$ cat src/rtl/serial_sub_ctrl.sv
// Purpose : bit-serial WIDTH-bit subtractor, D = A - B plus final borrow, one bit per clock
//           through a single full-subtractor cell built from two half subtractors.
// Latency : start accepted at edge E0, D/Bout valid with done at E(WIDTH), IDLE again at E(WIDTH+1).
// Backpres: none; start is only honoured in IDLE, starts seen in RUN/DONE are dropped.
// Ports   : clk, rst (sync, active-high), start, A/B operands (captured on accept),
//           busy (RUN), done (1-cycle pulse), D difference mod 2^WIDTH, Bout = (A < B).
module serial_sub_ctrl #(
  parameter int WIDTH = 8
) (
  input  logic             clk,
  input  logic             rst,
  input  logic             start,
  input  logic [WIDTH-1:0] A,
  input  logic [WIDTH-1:0] B,
  output logic             busy,
  output logic             done,
  output logic [WIDTH-1:0] D,
  output logic             Bout
);

  localparam int CW = (WIDTH > 1) ? $clog2(WIDTH) : 1;

  typedef enum logic [1:0] {
    IDLE = 2'd0,
    RUN  = 2'd1,
    DONE = 2'd2
  } state_t;

  state_t           state;
  logic [WIDTH-1:0] a_sh;
  logic [WIDTH-1:0] b_sh;
  logic [WIDTH-1:0] r_sh;
  logic             brw;
  logic [CW-1:0]    cnt;

  // full-subtractor cell on the current LSBs
  logic             hs1_d;
  logic             hs1_b;
  logic             hs2_b;
  logic             d_bit;
  logic             brw_next;
  logic [WIDTH-1:0] r_next;
  logic             last_bit;

  always_comb begin
    // first half subtractor: a - b
    hs1_d    = a_sh[0] ^ b_sh[0];
    hs1_b    = ~a_sh[0] & b_sh[0];
    // second half subtractor: (a - b) - borrow_in
    d_bit    = hs1_d ^ brw;
    hs2_b    = ~hs1_d & brw;
    brw_next = hs1_b | hs2_b;
    // result bits arrive LSB first, so they enter at the top and walk down;
    // after WIDTH shifts the first bit sits at bit 0
    r_next   = {d_bit, r_sh[WIDTH-1:1]};
    last_bit = (cnt == CW'(WIDTH - 1));
  end

  always_ff @(posedge clk) begin
    if (rst) begin
      state <= IDLE;
      busy  <= 1'b0;
      done  <= 1'b0;
      D     <= '0;
      Bout  <= 1'b0;
      a_sh  <= '0;
      b_sh  <= '0;
      r_sh  <= '0;
      brw   <= 1'b0;
      cnt   <= '0;
    end else begin
      case (state)
        IDLE: begin
          done <= 1'b0;
          if (start) begin
            a_sh  <= A;
            b_sh  <= B;
            r_sh  <= '0;
            brw   <= 1'b0;
            cnt   <= '0;
            busy  <= 1'b1;
            state <= RUN;
          end else begin
            busy <= 1'b0;
          end
        end

        RUN: begin
          a_sh <= {1'b0, a_sh[WIDTH-1:1]};
          b_sh <= {1'b0, b_sh[WIDTH-1:1]};
          r_sh <= r_next;
          brw  <= brw_next;
          cnt  <= cnt + CW'(1);
          if (last_bit) begin
            // result includes the bit produced this cycle
            D     <= r_next;
            Bout  <= brw_next;
            busy  <= 1'b0;
            done  <= 1'b1;
            state <= DONE;
          end
        end

        DONE: begin
          // single-cycle pulse; start is deliberately not looked at here
          done  <= 1'b0;
          busy  <= 1'b0;
          state <= IDLE;
        end

        default: begin
          busy  <= 1'b0;
          done  <= 1'b0;
          state <= IDLE;
        end
      endcase
    end
  end

endmodule
$ cat config.mk
export PLATFORM = sky130hd
export DESIGN_NAME = serial_sub_ctrl
export DESIGN_NICKNAME = d
export VERILOG_FILES = /design/src/rtl/serial_sub_ctrl.sv
export SDC_FILE = /design/constraint.sdc
export NUM_CORES = 1
export LEC_CHECK = 0
export CAP_MARGIN = 5
export CORE_MARGIN = 3
export CORE_UTILIZATION = 53
export DETAILED_ROUTE_END_ITERATION = 12
export GPL_TIMING_DRIVEN = 0
export PLACE_DENSITY = 0.79
export SLEW_MARGIN = 40
export SYNTH_ARGS = -nofsm -noshare
export SYNTH_HDL_FRONTEND = slang
export SYNTH_SLANG_ARGS = --single-unit
$ cat constraint.sdc
create_clock -name clk -period 4.5 [get_ports clk]
set_clock_uncertainty 0.15 [all_clocks]
set_input_delay 0.9 -clock clk [delete_from_list [all_inputs] [get_ports clk]]
set_output_delay 0.9 -clock clk [all_outputs]
set_load 0.01 [all_outputs]
==> out/qor.yml, run 1 <==
synth-seq-cells: 40
grt_max_degree: 15
crit_chain: "clkdlybuf4s50_1"
worstHoldPathType: "reg2reg"
max_stage_delay_ns: 0.54
fin_crit_sh_pct: 51.30
postCtsSetupBuffers: 0
peakVddDrop_uv: 296.3
async_flop_share_pct: 0
tightest_slew_ns: 0.6448
cts_made_buffers: 5
cp-startpoint: "Bout"
htree_levels: 2
syn_avg_cell_area_um2: 9.934
cts_tree: "built"
clkTransAtPathRegs_ns: 0.13
crit_path_end_kind: "primary output"
crit_fanout: 2
syn_area_mm2: 0.001649
die_w_um: 61.78
layout_common_cells: "40 x dfxtp_1, 30 x nor2_1, 28 x clkdlybuf4s50_1, 17 x nand2_1, 15 x mux2i_1"
synth_nets: 188
crit_type: "reg2out"
area_delta_synth_final_pct: 24.51
n_antenna_cell: 0
crit_family: "buffers and inverters"
post-dp-hpwl_um: 2347
nets: 223
yosysWarnings: 0
power_density_mw_per_mm2: 344.6
setup_viol: 0
gp_congestion: 0.7987
min_from: "D[0]"
outcome: "complete, no violations"
remaining_drc_errors: 0
antenna_found_initial: 0
rsz0062_at_grt: "no"
die_area_mm2: 0.003817
io_pins: 30
maxCapViolations: 0
grt_pass1_wl_um: 5347
syn_inst: 166
drt_iter0_drc: 85
first_pass_iters: 4
clk_latency_ns: 0.36
setup.worst_path.start_class: "register"
power.leakage_nw: 0.7725
grt_pass1_vias: 1220
postCtsHoldBufs: 0
ant_nets: 0
wl_per_cell_um: 13.84
cts.sinks: 40
fp.dieH_um: 61.78
grt_use_total_pct: 19.22
fp-row-count: 19
yosysUniqueCellTypes: 26
synth_edf_count: 0
required_ns: 3.45
start_util_pct: 57.81
critPathSlowestCell: "clkdlybuf4s50_1"
timing.fmax_mhz: 433.2
cts_root_buf: "clkbuf_4"
cts_resized: 0
final_common_cell: "dfxtp_1"
reg2reg_from: "cnt[0]"
slew_headroom_pct: 57.01
synth_ff_type: "dfxtp_1"
fillerInstances: 221
worst-endpoint-arrival_ns: 1.26
power.total_uw: 707.5
slew_viol_final: 0
drive_above_1_share_pct: 14.36
vias: 1288
crit_buf_inv: 1
ys_seq_area_share_pct: 48.56
setup_tns_ns: 0
period_needed_ns: 2.308
via_per_inst: 5.528
clock_path_buffers: 2
coreArea_mm2: 0.002853
wirelength_um: 3225
overflow: 0
portBuffers: 28
hold_viol_final: 0
per-layer routing:
metal | up-vias | part of all wire (%) | track usage, %
met5 | - | 0 | 0
met4 | 0 | 1.6 | 6.364
met3 | 8 | 6.1 | 6.818
met2 | 34 | 48 | 31.39
met1 | 595 | 45 | 23.63
li1 | 651 | - | -
cells in the mapped netlist (all sizes together) (2+ instances only):
| cell type | n | area, um2 |
|---|---|---|
| ha | 2 | 25.02 |
| a211oi | 16 | 175.2 |
| dfxtp | 40 | 800.8 |
| nand2 | 17 | 63.81 |
| inv | 3 | 11.26 |
| clkbuf | 2 | 7.510 |
| a22oi | 11 | 82.58 |
| a21oi | 9 | 45.04 |
| mux2i | 15 | 150.1 |
| nor2 | 30 | 112.6 |
| buf | 10 | 75.07 |
flip-flops by register name (all words and copies together), names as in the netlist:
register and cells:
state 2, brw 1, cnt 3, Bout 1
done 1, D 8, a_sh 8, busy 1
b_sh 8, r_sh 7
per-stage QoR:
stage	hold WS (ns)	setup slack (ns)	util (%)	cells	area, um2
floorplan	0.2816	2.779	-	166	1649
global placement	0.2926	2.205	68.99	225	1968
detailed placement	0.2982	2.161	68.99	225	1968
CTS	0.3157	2.186	71.97	233	2053
global route	0.3396	2.113	71.97	233	2053
finish	0.3106	2.192	71.97	233	2053
worst paths after layout:
kind         endpoint  slack [ns]  depth (start not counted)
min reg2reg      D[0]        0.31                          2
max reg2reg      Bout        2.89                          6
min              D[0]        0.31                          2
max              Bout        2.19                          1
area by class of cell:
class                   instances  area, um2  area share [%]
plain buffers                  12      82.58           4.022
clock buffers                   5      37.54           1.828
clock inverters                 3      47.55           2.316
inverters                       3      11.26          0.5484
multi-input cells             111      754.5           36.75
flip-flops and latches         40      800.8           39.00
well taps                      31      38.79           1.889
repair buffers                 28      280.3           13.65
power by group:
group	internal [mW]	total, mW	switching (mW)
logic	0.0453	0.0885	0.0432
clock network	0.119	0.241	0.122
registers	0.370	0.378	0.00878
total	0.534	0.707	0.174
cells by family (layout without fill, tap and decap cells):
kind of cell | after synthesis | after routing | synth area share, %
buffers and inverters | 15 | 51 | 5.690
AOI/OAI and AO/OA | 39 | 39 | 19.95
adders and majority gates | 3 | 3 | 2.731
DFF | 40 | 40 | 48.56
and+or+nand+nor | 54 | 54 | 13.96
muxes | 15 | 15 | 9.104
Power figures use the tool's default switching activity.
==> inputs of run 2 (changes only) <==
--- a/config.mk
+++ b/config.mk
@@ -7,10 +7,10 @@
 export LEC_CHECK = 0
 export CAP_MARGIN = 5
 export CORE_MARGIN = 3
-export CORE_UTILIZATION = 53
+export CORE_UTILIZATION = 46
 export DETAILED_ROUTE_END_ITERATION = 12
 export GPL_TIMING_DRIVEN = 0
-export PLACE_DENSITY = 0.79
+export PLACE_DENSITY = 0.72
 export SLEW_MARGIN = 40
 export SYNTH_ARGS = -nofsm -noshare
 export SYNTH_HDL_FRONTEND = slang
==> constraint.sdc (replaced) <==
create_clock -name clk -period 2.1 [get_ports clk]
set_clock_uncertainty 0.15 [all_clocks]
set_input_delay 0.42 -clock clk [delete_from_list [all_inputs] [get_ports clk]]
set_output_delay 0.42 -clock clk [all_outputs]
set_load 0.01 [all_outputs]
==> run 2 against run 1 <==
- global-route usage decreased by 3.1 points
- first-iteration DRC count grew 12%
- highest routed layer unchanged
- routed wire length decreased by 2.7%
- critical endpoint unchanged
==> out/qor.yml, run 2 (synthesis gave the netlist of run 1 again) <==
outcome: "complete, no violations"
postCtsSetupBuffers: 0
wl_per_cell_um: 12.65
p_sw_share_pct: 24.56
grt_pass1_vias: 1220
clk_latency_ns: 0.35
cts.sinks: 40
period_needed_ns: 1.817
maxCapViolations: 0
crit_family: "buffers and inverters"
fp.dieH_um: 65.88
drt_iter0_drc: 95
area_delta_synth_final_pct: 25.65
cts_resized: 0
fin_crit_sh_pct: 86.54
vias: 1282
wl_met1_um: 1479
whs_path_depth: 2
grt_pass1_wl_um: 5382
crit_type: "reg2out"
portBuffers: 28
crit_chain: "clkdlybuf4s50_1"
top_regs: "D (8), a_sh (8), b_sh (8)"
required_ns: 1.53
grt_use_total_pct: 16.16
peakVddDrop_uv: 424.7
p_seq_share_pct: 53.5
io_pins: 30
slew_viol_final: 0
worst-endpoint-arrival_ns: 1.25
power.switching_uw: 372.3
critPathSlowestCell: "clkdlybuf4s50_1"
tightest_slew_ns: 0.6294
cts_made_buffers: 5
clkPwrFrac_pct: 34.1
antenna_found_initial: 0
power_density_mw_per_mm2: 731.7
max_stage_delay_ns: 0.54
clkTransAtPathRegs_ns: 0.13
worstHoldPathType: "in2reg"
coreArea_mm2: 0.003390
first_pass_iters: 4
post-dp-hpwl_um: 2270
ant_nets: 0
overflow: 0
intPower_mw: 1.144
nets: 223
power.total_mw: 1.516
fp-row-count: 21
htree_levels: 2
remaining_drc_errors: 0
cts_root_buf: "clkbuf_4"
wirelength_um: 3138
timing.fmax_mhz: 550.2
postCtsHoldBufs: 0
die_w_um: 65.88
wl_met2_um: 1470
crit_path_end_kind: "primary output"
comb_power_share_pct: 12.4
rsz0062_at_grt: "no"
cts_tree: "built"
setup_viol: 0
layout_common_cells: "40 x dfxtp_1, 30 x nor2_1, 28 x clkdlybuf4s50_1, 17 x nand2_1, 15 x mux2i_1"
setup_tns_ns: 0
clock_path_buffers: 2
setup.worst_path.start_class: "register"
slew_headroom_pct: 58.04
n_antenna_cell: 0
final_common_cell: "dfxtp_1"
die_area_mm2: 0.004340
start_util_pct: 48.65
met3_wirelength_um: 122
via_per_inst: 5.169
crit_fanout: 2
crit_buf_inv: 1
gp_congestion: 0.7564
rr_worst_depth: 6
crit_cells: 1
hold_viol_final: 0
power.leakage_nw: 0.7725
drive_above_1_share_pct: 14.36
grt_max_degree: 15
fillerInstances: 285
highest-signal-layer: "met4"
## run 2: cell counts in the layout (fill, tap and decap cells not counted)
No cell type changed its count.
## run 2: per-layer routing
metal / GRT usage [%] / vias up
met4: 7.772 / 0
li1: - / 648
met2: 25.03 / 27
met1: 21.14 / 601
met3: 3.571 / 6
met5: 0 / -
## run 2: final timing paths
| path | start | end | slack (ns) |
|---|---|---|---|
| worst max register to register | cnt[0] | Bout | 0.50 |
| worst max-delay path | Bout | Bout | 0.28 |
| worst min-delay path | rst | r_sh[2] | 0.29 |
| worst min register to register | D[6] | D[6] | 0.31 |
## run 2: layout make-up
cell class / instances / area, um2 / share of cell area [%]
plain buffers: 12 / 82.58 / 3.986
clock buffers: 5 / 37.54 / 1.812
clock inverters: 3 / 47.55 / 2.295
inverters: 3 / 11.26 / 0.5435
multi-input cells: 111 / 754.5 / 36.41
flip-flops and latches: 40 / 800.8 / 38.65
well taps: 46 / 57.56 / 2.778
repair buffers: 28 / 280.3 / 13.53
## run 2: power groups by stage
stage / Combinational (mW) / Sequential, mW / Clock (mW)
floorplan: 0.130 / 0.824 / 0
global placement: 0.185 / 0.827 / 0
detailed placement: 0.190 / 0.828 / 0
CTS: 0.191 / 0.811 / 0.532
global route: 0.208 / 0.816 / 0.563
finish: 0.189 / 0.811 / 0.517
## run 2: per-stage QoR
step	hold WS, ns	cells	instance area (um2)	utilization, %	setup slack [ns]
floorplan	0.2816	166	1649	-	0.6480
global placement	0.2927	240	1987	58.62	0.2749
detailed placement	0.2984	240	1987	58.62	0.2262
CTS	0.2759	248	2072	61.13	0.2654
global route	0.3240	248	2072	61.13	0.2050
finish	0.2916	248	2072	61.13	0.2826
==> inputs of run 3 (changes only) <==
--- a/config.mk
+++ b/config.mk
@@ -7,10 +7,10 @@
 export LEC_CHECK = 0
 export CAP_MARGIN = 5
 export CORE_MARGIN = 3
-export CORE_UTILIZATION = 46
+export CORE_UTILIZATION = 51
 export DETAILED_ROUTE_END_ITERATION = 12
 export GPL_TIMING_DRIVEN = 0
-export PLACE_DENSITY = 0.72
+export PLACE_DENSITY = 0.76
 export SLEW_MARGIN = 40
 export SYNTH_ARGS = -nofsm -noshare
 export SYNTH_HDL_FRONTEND = slang
==> constraint.sdc (replaced) <==
create_clock -name clk -period 1.8 [get_ports clk]
set_clock_uncertainty 0.15 [all_clocks]
set_input_delay 0.36 -clock clk [delete_from_list [all_inputs] [get_ports clk]]
set_output_delay 0.36 -clock clk [all_outputs]
set_load 0.01 [all_outputs]
==> run 3 against run 2 <==
- global-route usage is 1.1 points higher
- via count is 0.23% lower
- non-clock buffer count stayed put
- first-iteration DRC count is 44% lower
- core utilization is 4.9 points higher
- final cell count is 1.2% lower
- die area is 8.9% lower
- sequential power is 17% higher
- highest routed layer unchanged
==> out/qor.yml, run 3 (synthesis gave the netlist of run 1 again) <==
setup_viol: 0
nets: 223
crit_fanout: 2
fp-row-count: 20
drive_above_1_share_pct: 13.43
n_antenna_cell: 0
vias: 1279
post-dp-hpwl_um: 2392
rr_worst_depth: 6
final_area_mm2: 0.002033
peakVddDrop_uv: 407.9
final_util_pct: 66.06
slew_viol_final: 0
clock_path_buffers: 2
ff2ff_setup_slack_ns: 0.16
clkPwrFrac_pct: 25.7
coreArea_mm2: 0.003078
fin_crit_sh_pct: 96.34
antenna_found_initial: 0
outcome: "complete, no violations"
critPathSlowestCell: "clkdlybuf4s50_1"
clk_latency_ns: 0.34
maxCapViolations: 0
hold_viol_final: 0
wirelength_um: 3194
crit_cells: 1
reg2reg_to: "Bout"
drt_iter0_drc: 53
crit_family: "buffers and inverters"
whs_ns: 0.2398
reg2reg_from: "cnt[0]"
grt_max_degree: 12
die_area_mm2: 0.003952
fp.dieH_um: 62.87
final_common_cell: "dfxtp_1"
crit_path_end: "D[3]"
crit_chain: "clkdlybuf4s50_1"
required_ns: 1.29
power_density_mw_per_mm2: 771.8
p_sw_share_pct: 24.78
clkTransAtPathRegs_ns: 0.10
setup_slack_ns: 0.06591
tightest_slew_ns: 0.6558
period_needed_ns: 1.734
first_pass_iters: 4
intPower_mw: 1.180
die_w_um: 62.87
dpl_worst_slack_ns: -0.03966
io_pins: 30
via_per_inst: 5.220
remaining_drc_errors: 0
crit_type: "reg2out"
setup.worst_path.start_class: "register"
worst-endpoint-arrival_ns: 1.22
max_stage_delay_ns: 0.53
crit_buf_inv: 1
gp_congestion: 0.7783
start_util_pct: 53.58
grt_use_total_pct: 17.27
crit_path_end_kind: "primary output"
timing.fmax_mhz: 576.7
cts_made_buffers: 5
worstHoldPathType: "in2reg"
comb_power_share_pct: 14.0
slew_headroom_pct: 56.28
top_regs: "D (8), a_sh (8), b_sh (8)"
htree_levels: 2
cts_root_buf: "clkbuf_4"
layout_common_cells: "40 x dfxtp_1, 30 x nor2_1, 27 x clkdlybuf4s50_1, 17 x nand2_1, 15 x mux2i_1"
rsz0062_at_grt: "no"
wl_per_cell_um: 13.04
ant_nets: 0
power.total_mw: 1.569
grt_pass1_wl_um: 5478
area_delta_synth_final_pct: 23.29
overflow: 0
cts_tree: "built"
power.switching_uw: 388.8
power.leakage_nw: 0.7712
portBuffers: 28
post_dp_cell_area_mm2: 0.001984
grt_pass1_vias: 1287
cts.sinks: 40
p_seq_share_pct: 60.3
cp-startpoint: "D[3]"
## run 3: cell count changes in the layout (fill, tap and decap cells not counted)
| cell | before | now |
|---|---|---|
| clkdlybuf4s50_1 | 28 | 27 |
| dlymetal6s2s_1 | 0 | 1 |
| clkinv_2 | 0 | 1 |
| clkbuf_1 | 2 | 3 |
| bufinv_16 | 1 | 0 |
| clkinv_4 | 2 | 0 |
## run 3: power by group through the flow
stage / combinational [mW] / sequential, mW / clock [mW]
global placement: 0.214 / 0.965 / 0
floorplan: 0.152 / 0.961 / 0
CTS: 0.222 / 0.947 / 0.414
global route: 0.242 / 0.952 / 0.456
finish: 0.220 / 0.947 / 0.403
detailed placement: 0.221 / 0.967 / 0
## run 3: cell type report
type | count | area, um2
inverter | 3 | 11.26
clock buffer | 6 | 41.29
sequential | 40 | 800.8
multi-input combinational | 111 | 754.5
buffer | 12 | 82.58
clock inverter | 1 | 5.005
tap | 44 | 55.05
fill | 295 | 1045
timing repair buffer | 28 | 282.8
## run 3: timing repair
action / in CTS / in global routing
hold buffers: 0 / 0
resized for setup: 0 / 1
buffers inserted: 0 / 0
setup endpoints to repair: 0 / 1
## run 3: worst min path at each step
| stage | start | end | slack (ns) | cells past startpoint |
|---|---|---|---|---|
| final | rst | r_sh[2] | 0.24 | 2 |
| after global routing | rst | r_sh[2] | 0.26 | 2 |
| after CTS | rst | r_sh[2] | 0.24 | 2 |
| after detailed placement | D[0] | D[0] | 0.30 | 2 |
| after global placement | D[1] | D[1] | 0.29 | 2 |
| after floorplan | r_sh[1] | D[0] | 0.28 | 2 |
## run 3: layer usage
metal / GRT usage (%) / up-vias / routed length (um)
li1: - / 645 / -
met1: 20.14 / 599 / 1376
met2: 29.51 / 29 / 1587
met3: 4.676 / 6 / 181
met4: 7.438 / 0 / 49
met5: 0 / - / 0
## run 3: metrics by stage
stage / std cells / TNS [ns]
finish: 245 / 0
global route: 245 / 0
CTS: 245 / 0
detailed placement: 238 / -0.1554
global placement: 238 / 0
floorplan: 166 / 0
